## src/rtl/pwm_duty_ramp_pkg.sv

```systemverilog
// Shared definitions for the PWM duty ramp and the PWM stage: ramp FSM encoding and period length.
package pwm_duty_ramp_pkg;

  typedef enum logic [1:0] {
    StIdle = 2'd0,
    StUp   = 2'd1,
    StDown = 2'd2
  } ramp_state_e;

  // A PWM period spans terminal count + 1 clocks.
  function automatic int unsigned period_len(input int unsigned periodo);
    return periodo + 1;
  endfunction

endpackage

```

## src/rtl/pwm_period_timer.sv

```systemverilog
// Free-running period counter 0..Periodo with a registered last-clock-of-period pulse.
module pwm_period_timer
  import pwm_duty_ramp_pkg::*;
#(
  parameter int unsigned Bits_counter = 8,
  parameter int unsigned Periodo      = 250
) (
  input  logic clk_i,
  input  logic rst_ni,
  output logic wrap_o,
  output logic period_tick_o
);

  localparam int unsigned PeriodLen = period_len(Periodo);
  localparam logic [Bits_counter-1:0] TermCnt = Bits_counter'(PeriodLen - 1);

  logic [Bits_counter-1:0] cnt_q, cnt_d;
  logic                    tick_q;

  always_comb begin
    cnt_d = (cnt_q == TermCnt) ? '0 : cnt_q + 1'b1;
  end

  always_ff @(posedge clk_i) begin
    if (!rst_ni) begin
      cnt_q  <= '0;
      tick_q <= 1'b0;
    end else begin
      cnt_q  <= cnt_d;
      // Registered so the pulse lines up with the cycle the counter holds the terminal count.
      tick_q <= (cnt_d == TermCnt);
    end
  end

  assign wrap_o        = (cnt_q == TermCnt);
  assign period_tick_o = tick_q;

endmodule

```

## src/rtl/pwm_duty_ramp.sv

```systemverilog
// Slews the PWM duty toward an accepted target by at most one step per PWM period.
module pwm_duty_ramp
  import pwm_duty_ramp_pkg::*;
#(
  parameter int unsigned Bits_counter = 8,
  parameter int unsigned Periodo      = 250
) (
  input  logic                    clk_i,
  input  logic                    rst_ni,
  input  logic                    target_valid_i,
  output logic                    target_ready_o,
  input  logic [Bits_counter-1:0] target_duty_i,
  input  logic [Bits_counter-1:0] step_i,
  input  logic                    hold_i,
  output logic [Bits_counter-1:0] duty_cycle_o,
  output logic                    period_tick_o,
  output logic                    at_target_o
);

  localparam logic [Bits_counter-1:0] PeriodoC = Bits_counter'(Periodo);

  ramp_state_e             state_q, state_d;
  logic [Bits_counter-1:0] duty_q, duty_d;
  logic [Bits_counter-1:0] target_q, target_d;
  logic                    at_target_q;
  logic                    rst_seen_q;

  logic                    wrap;
  logic                    accept;
  logic                    update;
  logic [Bits_counter-1:0] target_clamped;
  logic [Bits_counter:0]   diff_up, diff_dn, step_ext, sum_up, sum_dn;

  pwm_period_timer #(
    .Bits_counter (Bits_counter),
    .Periodo      (Periodo)
  ) u_timer (
    .clk_i         (clk_i),
    .rst_ni        (rst_ni),
    .wrap_o        (wrap),
    .period_tick_o (period_tick_o)
  );

  assign target_ready_o = rst_seen_q && !hold_i;
  assign accept         = target_valid_i && target_ready_o;
  assign update         = wrap && !hold_i;
  assign target_clamped = (target_duty_i > PeriodoC) ? PeriodoC : target_duty_i;

  assign step_ext = {1'b0, step_i};
  assign diff_up  = {1'b0, target_q} - {1'b0, duty_q};
  assign diff_dn  = {1'b0, duty_q} - {1'b0, target_q};
  assign sum_up   = {1'b0, duty_q} + step_ext;
  assign sum_dn   = {1'b0, duty_q} - step_ext;

  always_comb begin
    state_d  = state_q;
    duty_d   = duty_q;
    target_d = accept ? target_clamped : target_q;
    // Direction comes from a fresh comparison each update so a retarget can reverse the ramp.
    if (update) begin
      if (target_q > duty_q) begin
        if (step_i == '0 || diff_up <= step_ext) begin
          duty_d  = target_q;
          state_d = StIdle;
        end else begin
          duty_d  = sum_up[Bits_counter-1:0];
          state_d = StUp;
        end
      end else if (target_q < duty_q) begin
        if (step_i == '0 || diff_dn <= step_ext) begin
          duty_d  = target_q;
          state_d = StIdle;
        end else begin
          duty_d  = sum_dn[Bits_counter-1:0];
          state_d = StDown;
        end
      end else begin
        state_d = StIdle;
      end
    end
  end

  always_ff @(posedge clk_i) begin
    if (!rst_ni) begin
      state_q     <= StIdle;
      duty_q      <= '0;
      target_q    <= '0;
      at_target_q <= 1'b1;
      rst_seen_q  <= 1'b0;
    end else begin
      state_q     <= state_d;
      duty_q      <= duty_d;
      target_q    <= target_d;
      at_target_q <= (duty_q == target_q);
      rst_seen_q  <= 1'b1;
    end
  end

  assign duty_cycle_o = duty_q;
  assign at_target_o  = at_target_q;

endmodule

```

## config.mk

```make
export PLATFORM = sky130hd
export DESIGN_NAME = pwm_duty_ramp
export DESIGN_NICKNAME = d
export VERILOG_FILES = /design/src/rtl/pwm_duty_ramp_pkg.sv /design/src/rtl/pwm_period_timer.sv /design/src/rtl/pwm_duty_ramp.sv
export SDC_FILE = /design/constraint.sdc
export NUM_CORES = 1
export LEC_CHECK = 0
export ABC_AREA = 0
export BUFFER_PORTS_ARGS = -buffer_cell sky130_fd_sc_hd__buf_2
export CORE_UTILIZATION = 30
export CTS_BUF_LIST = sky130_fd_sc_hd__clkbuf_8 sky130_fd_sc_hd__clkbuf_16
export DETAILED_ROUTE_END_ITERATION = 16
export PLACE_DENSITY = 0.51
export SKIP_LAST_GASP = 1
export SLEW_MARGIN = 0
export SYNTH_ARGS = -nofsm -noshare
export SYNTH_HDL_FRONTEND = slang
export SYNTH_SLANG_ARGS = --single-unit
export TNS_END_PERCENT = 20
```

## constraint.sdc

```tcl
create_clock -name clk_i -period 9.7 [get_ports clk_i]
set_clock_uncertainty 0.1 [all_clocks]
set_input_delay 0 -clock clk_i [delete_from_list [all_inputs] [get_ports clk_i]]
set_output_delay 0 -clock clk_i [all_outputs]
set_load 0.01 [all_outputs]
```

; Yosys cells after proc, flatten, opt, wreduce, memory -nomap -nowiden
; Index checks and enable logic that the tools add are counted.
[totals]
ff_bits = 27
wordCells = 35
in_bits = 20
output_inout_bits = 11
[classes]
n_reduce_logical = 9
n_addsub = 5
n_eq_ne = 3
order_cmp = 5
muxes = 7
[op_table]
columns = op, n
row1 = $mux W8, 6
row2 = $le A9 B8 Y1, 2
row3 = $sub A8 B8 Y9, 2
row4 = $eq A8 B8 Y1 const B, 2
row5 = $add A8 B1 Y8 const B, 1
row6 = $add A8 B8 Y8, 1
row7 = $eq A8 B8 Y1, 1
row8 = $gt A8 B8 Y1, 1
row9 = $gt A8 B8 Y1 const B, 1
row10 = $logic_not A8 Y1, 1
row11 = $lt A8 B8 Y1, 1
row12 = $sub A8 B8 Y8, 1
row13 = $logic_and A1 B1 Y1, 3
row14 = $logic_or A1 B1 Y1, 2
row15 = $reduce_and A2 Y1, 1
row16 = $reduce_bool A2 Y1, 1
row17 = $logic_not A1 Y1, 1
row18 = $mux W1, 1

; Longest topological paths before layout
[logic_depth]
ltp_word = 6
depth_mapped = 17
depth_no_buf = 17

; By module
; Synthesis repeated with hierarchy kept, for this count alone.
[hier_totals]
hier_cells = 369
hier_area_um2 = 3006.6
[by_module_without_submodules]
columns = mod, n_inst, cells_each, area_per_inst_um2, seq_area_each_um2
row1 = pwm_duty_ramp, 1, 315, 2493.6, 360.3
row2 = pwm_period_timer, 1, 54, 513.0, 180.2

; Worst setup path before layout
; OpenSTA, ideal clock, no wires.
[synth_timing]
path_type = reg-to-reg
startpoint = reg duty_q[1] (netlist: duty_cycle_o[1])
endpoint = reg duty_q[7] (netlist: duty_cycle_o[7])
required_time_ns = 9.475
period_less_slack_ns = 3.777
stages_incl_launch_ff = 17
arrival_ns = 3.552
setup_time_ns = 0.125
setup_slack_ns = 5.923
path_buffers = 0
path_cell_list = dfxtp_1 inv_1 ha_1 nor2b_4 o31a_4 o31a_4 nor3_1 nor2_1 xor2_1 ha_1 o211ai_1 nand2_1 o211ai_1 o32a_1 or4_1 nand4_1 o22ai_1
[synth_between]
elab_chain_cells = 6
elab_cells_between_ends = 16
classes_between = add/sub (4) / order compare (4) / mux (4) / reduce/logical (4)
[synth_lines]
columns = element, line
row1 = "start, declared", pwm_duty_ramp.sv:23  ; logic [Bits_counter-1:0] duty_q, duty_d;
row2 = "start signal, assigned", pwm_duty_ramp.sv:92  ; duty_q <= duty_d;
row3 = $sub A8 B8 Y9, pwm_duty_ramp.sv:51  ; assign diff_dn = {1'b0, duty_q} - {1'b0, target_q};
row4 = $le A9 B8 Y1, pwm_duty_ramp.sv:70  ; if (step_i == '0 || diff_dn <= step_ext) begin
row5 = $logic_or A1 B1 Y1, pwm_duty_ramp.sv:70
row6 = $mux W8, pwm_duty_ramp.sv:70
row7 = $mux W8, pwm_duty_ramp.sv:69  ; end else if (target_q < duty_q) begin
row8 = $mux W8, pwm_duty_ramp.sv:61  ; if (target_q > duty_q) begin
; Several ways; a longest one is shown, not always the timed one. The select of a mux whose other input is x is not followed.
; A chain may end at the register's enable or synchronous reset.

; Final worst setup path
[layout_timing]
startpoint = reg duty_q[1] (netlist: duty_cycle_o[1])
endpoint = reg duty_q[1] (netlist: duty_cycle_o[1])
; The elaborated chain is that of the path after synthesis.

==> impl_metrics.toml <==
[logic_synthesis]
synth_fp_nets = 436
netlist_instances = 364
seq_area_frac_synth = 0.188
synth-seq-cells = 27
synth_area_um2 = 2880
yosysWarningCount = 0
synth_edf_count = 0
synthFlopType = "dfxtp_1"
ys_types = 54
async_reset_ff_frac = 0
synth.avg_cell_area_um2 = 7.91

[finish]
diodes = 0
drive_gt1_frac = 0.107
utilization = 0.356
area_growth_pct = 14.9
nNetsFinal = 474
final_cells = 530

[sta]
relSlewSlack = 0.465
period_needed_ps = 4150
rsz0062_at_grt = "false"
period_share = 0.428
setup_viol_count_final = 0
setup_ws_ps = 5550
max_freq_ghz = 0.241
slew_violations = 0
hold_viol = 0
tns_ps = 0
worstMarginPinSlew_ps = 799

[cts]
htreeDepth = 1
cts-root-buf = "clkbuf_8"
clk_path_buf_depth = 2
clock_sinks = 27
cts_buffers = 3
insertion_delay_ps = 290
cts_tree = "yes"
path_clk_slew_ps = 110
cts.repair.resized = 0

[critical_path]
critical_path_arrival_ps = 4240
worstSetupPathType = "reg -> reg"
crit_path_end_kind = "register"
reg2reg_setup_slack_ps = 5550
crit_path_start_kind = "register"
slowest_delay_ps = 540
required_ps = 9790
crit_fanout = 8
crit_chain = "inv_1 -> ha_1 -> nor2b_4 -> o31a_4 -> o31a_4 -> nor3_1 -> nor2_1 -> xor2_1 -> ha_1 -> o211ai_1 -> nand2_1 -> o211ai_1 -> o32a_1 -> mux2i_4 -> nor2_1 -> o311a_1"
critPathSlowestCell = "dfxtp_1"

[outcome]
outcome = "finished clean"

[routing]
drcViolationCount = 0
viasPerCell = 5.10
final_antenna_net_count = 0
routed_wirelength_um = 8130
avgRoutedWirePerCell_um = 15.3
vias = 2702
first_pass_iters = 4
drt_iter0_markers = 135

[job]
cap_violations = 0

[grt]
grt_pass1_wl_um = 13400
grt_overflow_total = 0
antenna_found_initial = 0
grt_max_degree = 17
grt_pass1_vias = 2745
grt_use_total = 0.171

[placed_design]
placed_cells = 515
place_ws_ps = 5590
io_buffers = 30
place_hpwl_um = 6660
gp_congestion = 0.829

[min_path]
hold_class = "in -> reg"

[floorplan]
top_level_ports = 31
coreArea_um2 = 9280
die_w_um = 100
initial_utilization = 0.310
die-area_um2 = 10000
die_y_um = 100
rows = 35

[power_and_ir_drop]
leakagePower_nw = 1.42
power_density_nw_per_um2 = 95.0
max-vdd-ir-drop_mv = 0.0555
==> report_power, final <==
group	switching, W	internal (W)	total [W]
sequential	0.00000300	0.000114	0.000117
clock	0.0000425	0.0000293	0.0000718
combinational	0.0000741	0.0000516	0.000126
==> per-layer routing <==
layer / GRT usage / part of all wire
met5: 0 / 0
met1: 0.226 / 0.47
met4: 0.0457 / 0.018
met2: 0.300 / 0.46
met3: 0.0125 / 0.054
==> final timing paths <==
| kind | from | cells past startpoint | to |
|---|---|---|---|
| worst max-delay path | duty_cycle_o[1]$_SDFFE_PN0P_ | 16 | duty_cycle_o[1]$_SDFFE_PN0P_ |
| worst min-delay path | target_valid_i | 4 | target_q[3]$_SDFFE_PN0P_ |
| worst max register to register | duty_cycle_o[1]$_SDFFE_PN0P_ | 16 | duty_cycle_o[1]$_SDFFE_PN0P_ |
| worst min register to register | u_timer.cnt_q[0]$_SDFF_PN0_ | 1 | u_timer.cnt_q[0]$_SDFF_PN0_ |
==> critical path: cells and delay by family, from the launching register on <==
family                   cells  cell delay, ps
AO/OA/AOI/OAI                6            1390
adder cells (fa/ha/maj)      2             680
multiplexers                 1             340
AND/OR/NAND/NOR              5             660
buffers and inverters        1             190
flip-flops                   1             540
XOR/XNOR                     1             160
==> per-stage QoR <==
stage / cell area [µm²] / total power (W) / hold WS [ps]
6_report: 3310 / 0.000314 / 24.0
5_1_grt: 3310 / 0.000334 / 98.3
4_1_cts: 3310 / 0.000316 / 37.6
3_5_place_dp: 3150 / 0.000240 / 162
3_3_place_gp: 3150 / 0.000239 / 157
2_1_floorplan: 2880 / 0.000208 / -72.3
==> cell usage in the layout (no fill, tap or decap), drive strengths merged, types with 4 or more instances in the layout <==
| cell | instances |
|---|---|
| or3 | 5 |
| a21oi | 30 |
| nand2b | 4 |
| o21bai | 4 |
| xnor2 | 8 |
| a21o | 4 |
| nor4 | 4 |
| buf | 30 |
| dfxtp | 27 |
| nor3 | 7 |
| nand2 | 31 |
| fa | 4 |
| nor2b | 7 |
| nand4 | 11 |
| o22ai | 4 |
| o211ai | 9 |
| dlygate4sd3 | 11 |
| ha | 48 |
| nand3 | 11 |
| nor2 | 27 |
| o31ai | 7 |
| xor2 | 10 |
| inv | 36 |
| o21ai | 20 |
| o21a | 6 |
==> final cells by class <==
| type | instances | area [µm²] |
|---|---|---|
| Clock buffer | 3 | 41.3 |
| Clock inverter | 1 | 7.51 |
| Fill cell | 1017 | 5980 |
| Inverter | 36 | 135 |
| Multi-Input combinational cell | 293 | 2160 |
| Sequential cell | 27 | 541 |
| Tap cell | 129 | 161 |
| Timing Repair Buffer | 41 | 260 |
==> cells by family (layout without fill, tap and decap cells) <==
logic type	count (synthesis)	in the layout	synth area share
AND/OR/NAND/NOR	118	118	0.203
AO/OA/AOI/OAI	103	103	0.245
adder cells (fa/ha/maj)	52	52	0.236
buffers and inverters	44	81	0.0617
flip-flops	27	27	0.188
XOR/XNOR	18	18	0.0547
multiplexers	2	2	0.0113
==> cell usage after synthesis, drive strengths merged, types with 4 or more instances <==
library cell   n  share of area
ha            48           0.21
inv           36          0.047
nand2         31          0.040
a21oi         30          0.052
dfxtp         27           0.19
nor2          27          0.035
o21ai         20          0.035
nand3         11          0.019
nand4         11          0.024
xor2          10          0.030
o211ai         9          0.023
xnor2          8          0.024
nor2b          7          0.018
nor3           7          0.012
o31ai          7          0.020
o21a           6          0.016
or3            5          0.011
a21o           4          0.010
buf            4         0.0091
clkbuf         4         0.0056
fa             4          0.028
nand2b         4         0.0087
nor4           4         0.0087
o21bai         4          0.010
o22ai          4         0.0087
==> what timing repair did <==
action | CTS | global route
buffers inserted | 0 | 0
endpoints found under the hold margin | 11 | 0
hold buffers | 11 | 0
==> sequential cells by signal, summed over array words and instances, names as in the netlist <==
register,flops
u_timer.period_tick_o,1
target_q,8
at_target_o,1
duty_cycle_o,8
rst_seen_q,1
u_timer.cnt_q,8
Note: power is estimated with default switching activity, not from simulation.
